**src/rtl/led_receiver.sv**
```systemverilog
// WS2812B receiver: decodes the first 24-bit pixel of each frame and forwards the rest of the frame.
// Outputs are registered; data_valid follows the 24th bit's falling edge on the synchronized line by one cycle.
module led_receiver #(
  parameter int CLK_FREQ    = 27_000_000,
  parameter int THRESH_NS   = 600,
  parameter int HIGH_MAX_NS = 2000,
  parameter int RESET_NS    = 50_000
) (
  input  logic        clk,
  input  logic        rst,
  input  logic        din,
  output logic [23:0] rgb_data,
  output logic        data_valid,
  output logic        frame_end,
  output logic        err,
  output logic        busy,
  output logic        fwd_out
);

  localparam int THRESH_CYC   = int'((64'(CLK_FREQ) * 64'(THRESH_NS))   / 64'd1_000_000_000);
  localparam int HIGH_MAX_CYC = int'((64'(CLK_FREQ) * 64'(HIGH_MAX_NS)) / 64'd1_000_000_000);
  localparam int RESET_CYC    = int'((64'(CLK_FREQ) * 64'(RESET_NS))    / 64'd1_000_000_000);
  localparam int CW           = $clog2(RESET_CYC + 1);

  localparam logic [CW:0]   THRESH_L = THRESH_CYC[CW:0];
  localparam logic [CW:0]   HMAX_L   = HIGH_MAX_CYC[CW:0];
  localparam logic [CW:0]   RESET_L  = RESET_CYC[CW:0];
  localparam logic [CW-1:0] RESET_C  = RESET_CYC[CW-1:0];
  localparam logic [CW-1:0] CNT_ONE  = {{(CW-1){1'b0}}, 1'b1};

  typedef enum logic [1:0] {WAIT_GAP, IDLE, HIGH, LOW} state_t;

  state_t        state_q;
  logic          sync1_q, ds_q, ds_prev_q;
  logic [CW-1:0] cnt_q, cnt_d;
  logic [CW:0]   level_cyc;
  logic          rise, fall, bit_val, gap_hit;
  logic [22:0]   shift_q;
  logic [4:0]    bit_cnt_q;
  logic          pass_q;
  logic [23:0]   rgb_q;
  logic          dv_q, fe_q, err_q, busy_q, fwd_q;

  always_ff @(posedge clk or negedge rst) begin
    if (!rst) begin
      sync1_q   <= 1'b0;
      ds_q      <= 1'b0;
      ds_prev_q <= 1'b0;
      cnt_q     <= '0;
    end else begin
      sync1_q   <= din;
      ds_q      <= sync1_q;
      ds_prev_q <= ds_q;
      cnt_q     <= cnt_d;
    end
  end

  // level_cyc is the number of completed cycles the current ds level has been held.
  always_comb begin
    rise      = ds_q & ~ds_prev_q;
    fall      = ~ds_q & ds_prev_q;
    level_cyc = {1'b0, cnt_q} + {{CW{1'b0}}, 1'b1};
    bit_val   = (level_cyc >= THRESH_L);
    gap_hit   = ~ds_q && (level_cyc >= RESET_L);
    cnt_d     = cnt_q;
    if (rise || fall)
      cnt_d = '0;
    else if (cnt_q != RESET_C)
      cnt_d = cnt_q + CNT_ONE;
  end

  always_ff @(posedge clk or negedge rst) begin
    if (!rst) begin
      state_q   <= WAIT_GAP;
      shift_q   <= '0;
      bit_cnt_q <= '0;
      pass_q    <= 1'b0;
      rgb_q     <= '0;
      dv_q      <= 1'b0;
      fe_q      <= 1'b0;
      err_q     <= 1'b0;
      busy_q    <= 1'b0;
      fwd_q     <= 1'b0;
    end else begin
      dv_q  <= 1'b0;
      fe_q  <= 1'b0;
      err_q <= 1'b0;
      fwd_q <= ds_q & pass_q;
      case (state_q)
        WAIT_GAP: begin
          if (gap_hit) state_q <= IDLE;
        end
        IDLE: begin
          if (rise) begin
            state_q <= HIGH;
            busy_q  <= 1'b1;
          end
        end
        HIGH: begin
          if (fall) begin
            state_q <= LOW;
            if (!pass_q) begin
              if (bit_cnt_q == 5'd23) begin
                rgb_q     <= {shift_q, bit_val};
                dv_q      <= 1'b1;
                bit_cnt_q <= '0;
                pass_q    <= 1'b1;
              end else begin
                shift_q   <= {shift_q[21:0], bit_val};
                bit_cnt_q <= bit_cnt_q + 5'd1;
              end
            end
          end else if (level_cyc >= HMAX_L) begin
            err_q     <= 1'b1;
            bit_cnt_q <= '0;
            pass_q    <= 1'b0;
            state_q   <= WAIT_GAP;
            busy_q    <= 1'b0;
          end
        end
        LOW: begin
          if (rise) begin
            state_q <= HIGH;
          end else if (gap_hit) begin
            fe_q      <= 1'b1;
            err_q     <= (bit_cnt_q != 5'd0);
            bit_cnt_q <= '0;
            pass_q    <= 1'b0;
            state_q   <= IDLE;
            busy_q    <= 1'b0;
          end
        end
        default: begin
          state_q <= WAIT_GAP;
          busy_q  <= 1'b0;
        end
      endcase
    end
  end

  assign rgb_data   = rgb_q;
  assign data_valid = dv_q;
  assign frame_end  = fe_q;
  assign err        = err_q;
  assign busy       = busy_q;
  assign fwd_out    = fwd_q;

endmodule

```
**config.mk**
```make
export PLATFORM = sky130hd
export DESIGN_NAME = led_receiver
export DESIGN_NICKNAME = d
export VERILOG_FILES = /design/src/rtl/led_receiver.sv
export SDC_FILE = /design/constraint.sdc
export NUM_CORES = 1
export LEC_CHECK = 0
export ABC_AREA = 1
export BUFFER_PORTS_ARGS = -buffer_cell sky130_fd_sc_hd__buf_2
export CORE_UTILIZATION = 61
export CTS_BUF_LIST = sky130_fd_sc_hd__clkbuf_2 sky130_fd_sc_hd__clkbuf_4 sky130_fd_sc_hd__clkbuf_8
export DETAILED_ROUTE_END_ITERATION = 8
export GPL_TIMING_DRIVEN = 1
export PLACE_DENSITY = 0.86
export REMOVE_ABC_BUFFERS = 1
export SYNTH_ARGS = -nofsm -noshare
export SYNTH_HDL_FRONTEND = slang
export SYNTH_SLANG_ARGS = --single-unit
```
**constraint.sdc**
```tcl
create_clock -name clk -period 2.5 [get_ports clk]
set_input_delay 0.25 -clock clk [delete_from_list [all_inputs] [get_ports clk]]
set_output_delay 0.25 -clock clk [all_outputs]
set_load 0.02 [all_outputs]
```
==> impl_results.md <==
- Reg-to-reg setup timing slack: between 0.3 and 0.4 ns
- Seq/Total Area, Yosys: 0.541
- Die X-Extent: 76.9 µm
- Worst VDD drop: ~0.33 mV
- Via/cell ratio: around 5.3
- Worst path cell trace: ha_1 -> nand3_1 -> o21ai_0 -> nand2_1 -> nand2_2 -> nand2_1 -> nor2_1 -> nand2_1 -> nand2_1 -> nand2_2 -> nand2_4 -> nand3_1 -> nand2_1 -> nand2_1
- Most Crowded Layer GR: met2
- Rows: 26
- Filler instances: 380
- # Max-Cap Violations: 0
- CP Max Fanout: 9
- Worst R2R Path Depth: 14
- Peak Freq: between 0.4 and 0.5 GHz
- Post-CTS Hold Fix Bufs: 1
- Status: finished clean
- Core Region: approximately 5300 µm²
- Final setup vio count: 0
- Fin crit period: 2.10 ns
- Crit Path Class: reg -> reg
- Share of layout cells above drive strength 1: 0.139
- P per Cell Area: between 500 and 600 nW/µm²
- CTS tree: done
- Met3 usage: 0.0452
- Setup TNS: 0 ns
- #FFs+latches synth: 74
- Die Height: 76.9 µm
- Hold Crit Depth: 0
- Worst r2r src: cnt_q[1]
- Slew headroom: 0.551
- Final Cell Area: 3890 µm²
- Boundary Pins: 32
- Number of global-route vias before repair: approximately 2,700
- Met1 GRT Util: 0.337
- Yosys warning total: 0
- Max incr delay on CP: about 0.43 ns
- Area Overhead vs Synth: 13.6%
- Non-Filler Instances: about 530
- Startpoint types: register
- Clock-pin transition on the worst setup and hold timing paths: approximately 0.08 ns
- Clk Latency, worst-skew pair: 0.34 ns
- CTS Sinks: between 70 and 80
- Clock root buffer: clkbuf_8
- RSZ-0062 raised after global routing: false
- Initial drt markers: 191
- Initial Utilization: 0.650
- WP data arrival: ~2.3 ns
- CP Data Required Time: 2.73 ns
- Total power: around 2.3 mW
- H-tree levels: 3
- Overflow after GRT: 0
- DP HPWL: ~4.7 mm
- Fin nets: about 460
- Worst hold path class: reg -> reg
- WL final: slightly below 7 mm
- Number of diodes: 0
- Final ANT Viol Nets: 0
- Setup bufs post-CTS: 0
- Placed cells: between 500 and 600
- Critical path capture point type: register
- Vias post-DR: about 2,800
- Crit path max-delay cell type: dfrtp_1
- Period utilisation layout: 0.840
- Placed cell areas: around 3700 µm²
- Clk buf depth: 2
- All-Layer GR Usage: 0.262
- Largest net degree at the start of global routing: 48
- GR Util met2: 0.422
- Die area: ~5900 µm²
- Port bufs: 31
- Max Slew Vio Count: 0
- WL per Instance: approximately 13 µm
- Synthesized cell area: 3420 µm²
- Worst-Margin Slew: 0.673 ns
- Post-cts resize count: 0
- Leak: 1.97 nW
- First-pass GRT wire length: around 12 mm
- Endpoints failing hold: 0
- CTS buffer count: 9
- CP most frequent cell: nand2_1
- Drt drc: 0
- Worst Skew: 0.00911 ns
- HP Start: sync1_q
- Number of distinct library cells after synthesis: 27
- Antenna violations before repair: 0
- Worst slack, placed: 0.446 ns
- Worst R2R End: pass_q
- Placer Congestion: 0.890
- Final setup margin: about 0.4 ns
- Pre-Repair DR Iteration Count: 5
- WHS Endpoint: ds_q
- Cells after Synth: approximately 420
- Avg Synthesized Cell Area: just over 8 µm²
-- area by class of cell --
cell class | count | area, µm² | share of cell area
tap | 70 | 87.6 | 0.0225
multi-input combinational | 270 | 1280 | 0.330
clock buffer | 10 | 131 | 0.0338
inverter | 63 | 236 | 0.0608
clock inverter | 6 | 88.8 | 0.0228
timing repair buffer | 36 | 210 | 0.0540
sequential | 74 | 1850 | 0.476
-- stage by stage --
step / hold WS, ns / utilization
finish: 0.354 / 0.738
floorplan: -0.0456 / -
CTS: 0.00172 / 0.736
global placement: 0.324 / 0.693
global route: 0.362 / 0.738
detailed placement: 0.326 / 0.693
-- cell usage in the layout (no fill, tap or decap), drive strengths merged, types with 6 or more instances in the layout --
cell	synthesis	final
clkbuf	7	10
nand3	22	22
nor2	40	40
buf	4	34
dfrtp	74	74
o21ai	52	52
nand2	124	124
ha	6	6
nand4	15	15
inv	62	63
-- cells by family after synthesis --
kind of cell	count (synthesis)	share of synthesized area
AOI/OAI and AO/OA	57	0.0855
adders and majority gates	6	0.0219
buffers and inverters	74	0.0840
DFF	74	0.541
and+or+nand+nor	207	0.268
-- power breakdown --
| part | internal [mW] | switching [mW] | leakage (nW) |
|---|---|---|---|
| logic | 0.0245 | 0.0614 | 0.841 |
| registers | 1.21 | 0.0144 | 1.02 |
| clock network | 0.575 | 0.444 | 0.106 |
-- layer usage --
metal,up-vias,share of wire
met1,1294,0.44
met4,0,0.021
met3,15,0.043
met5,-,0
li1,1394,-
met2,85,0.49
-- cell usage after synthesis --
cell      count  area [µm²]
nor2_2        3        18.8
nand3_1      21         105
buf_2         2        10.0
a41oi_1       1        8.76
nand2_2       3        18.8
nor4_1        1        6.26
inv_2         2        7.51
a21oi_1       2        10.0
dfrtp_1      74        1850
nand3_4       1        17.5
nand4_2       1        12.5
o21ai_1       2        10.0
nor2_4        2        22.5
nor3b_1       1        7.51
clkbuf_1      7        26.3
nor3_1        4        20.0
inv_1        60         225
nor2_1       35         131
clkinv_1      1        3.75
nand2_1     119         447
nand2_4       2        22.5
o22ai_1       1        6.26
ha_1          6        75.1
a211oi_1      1        7.51
o21ai_0      50         250
nand4_1      14        87.6
buf_4         2        15.0
-- sequential cells by signal (all words and copies together) (netlist names) --
signal and count:
rgb_data 24, pass_q 1, state_q 2, ds_prev_q 1, ds_q 1, bit_cnt_q 5
sync1_q 1, fwd_out 1, shift_q 23, frame_end 1, cnt_q 11, busy 1
data_valid 1, err 1
-- worst max-delay path, delay by kind of cell (launching register included) --
kind	cells	cell delay, ns
compound gates	1	0.18
fa+ha+maj	1	0.31
flops	1	0.43
simple gates	12	1.08
-- how the worst max path moves through the flow --
stage | slack (ns) | start | end | cells after the start
final | 0.40 | cnt_q[1] | pass_q | 14
after global routing | 0.19 | cnt_q[1] | pass_q | 14
after CTS | 0.39 | cnt_q[1] | pass_q | 14
after detailed placement | 0.45 | cnt_q[1] | pass_q | 14
after global placement | 0.58 | cnt_q[1] | bit_cnt_q[2] | 14
after floorplan | 0.55 | ds_q | rgb_data[10] | 6
Power figures use the tool's default switching activity.
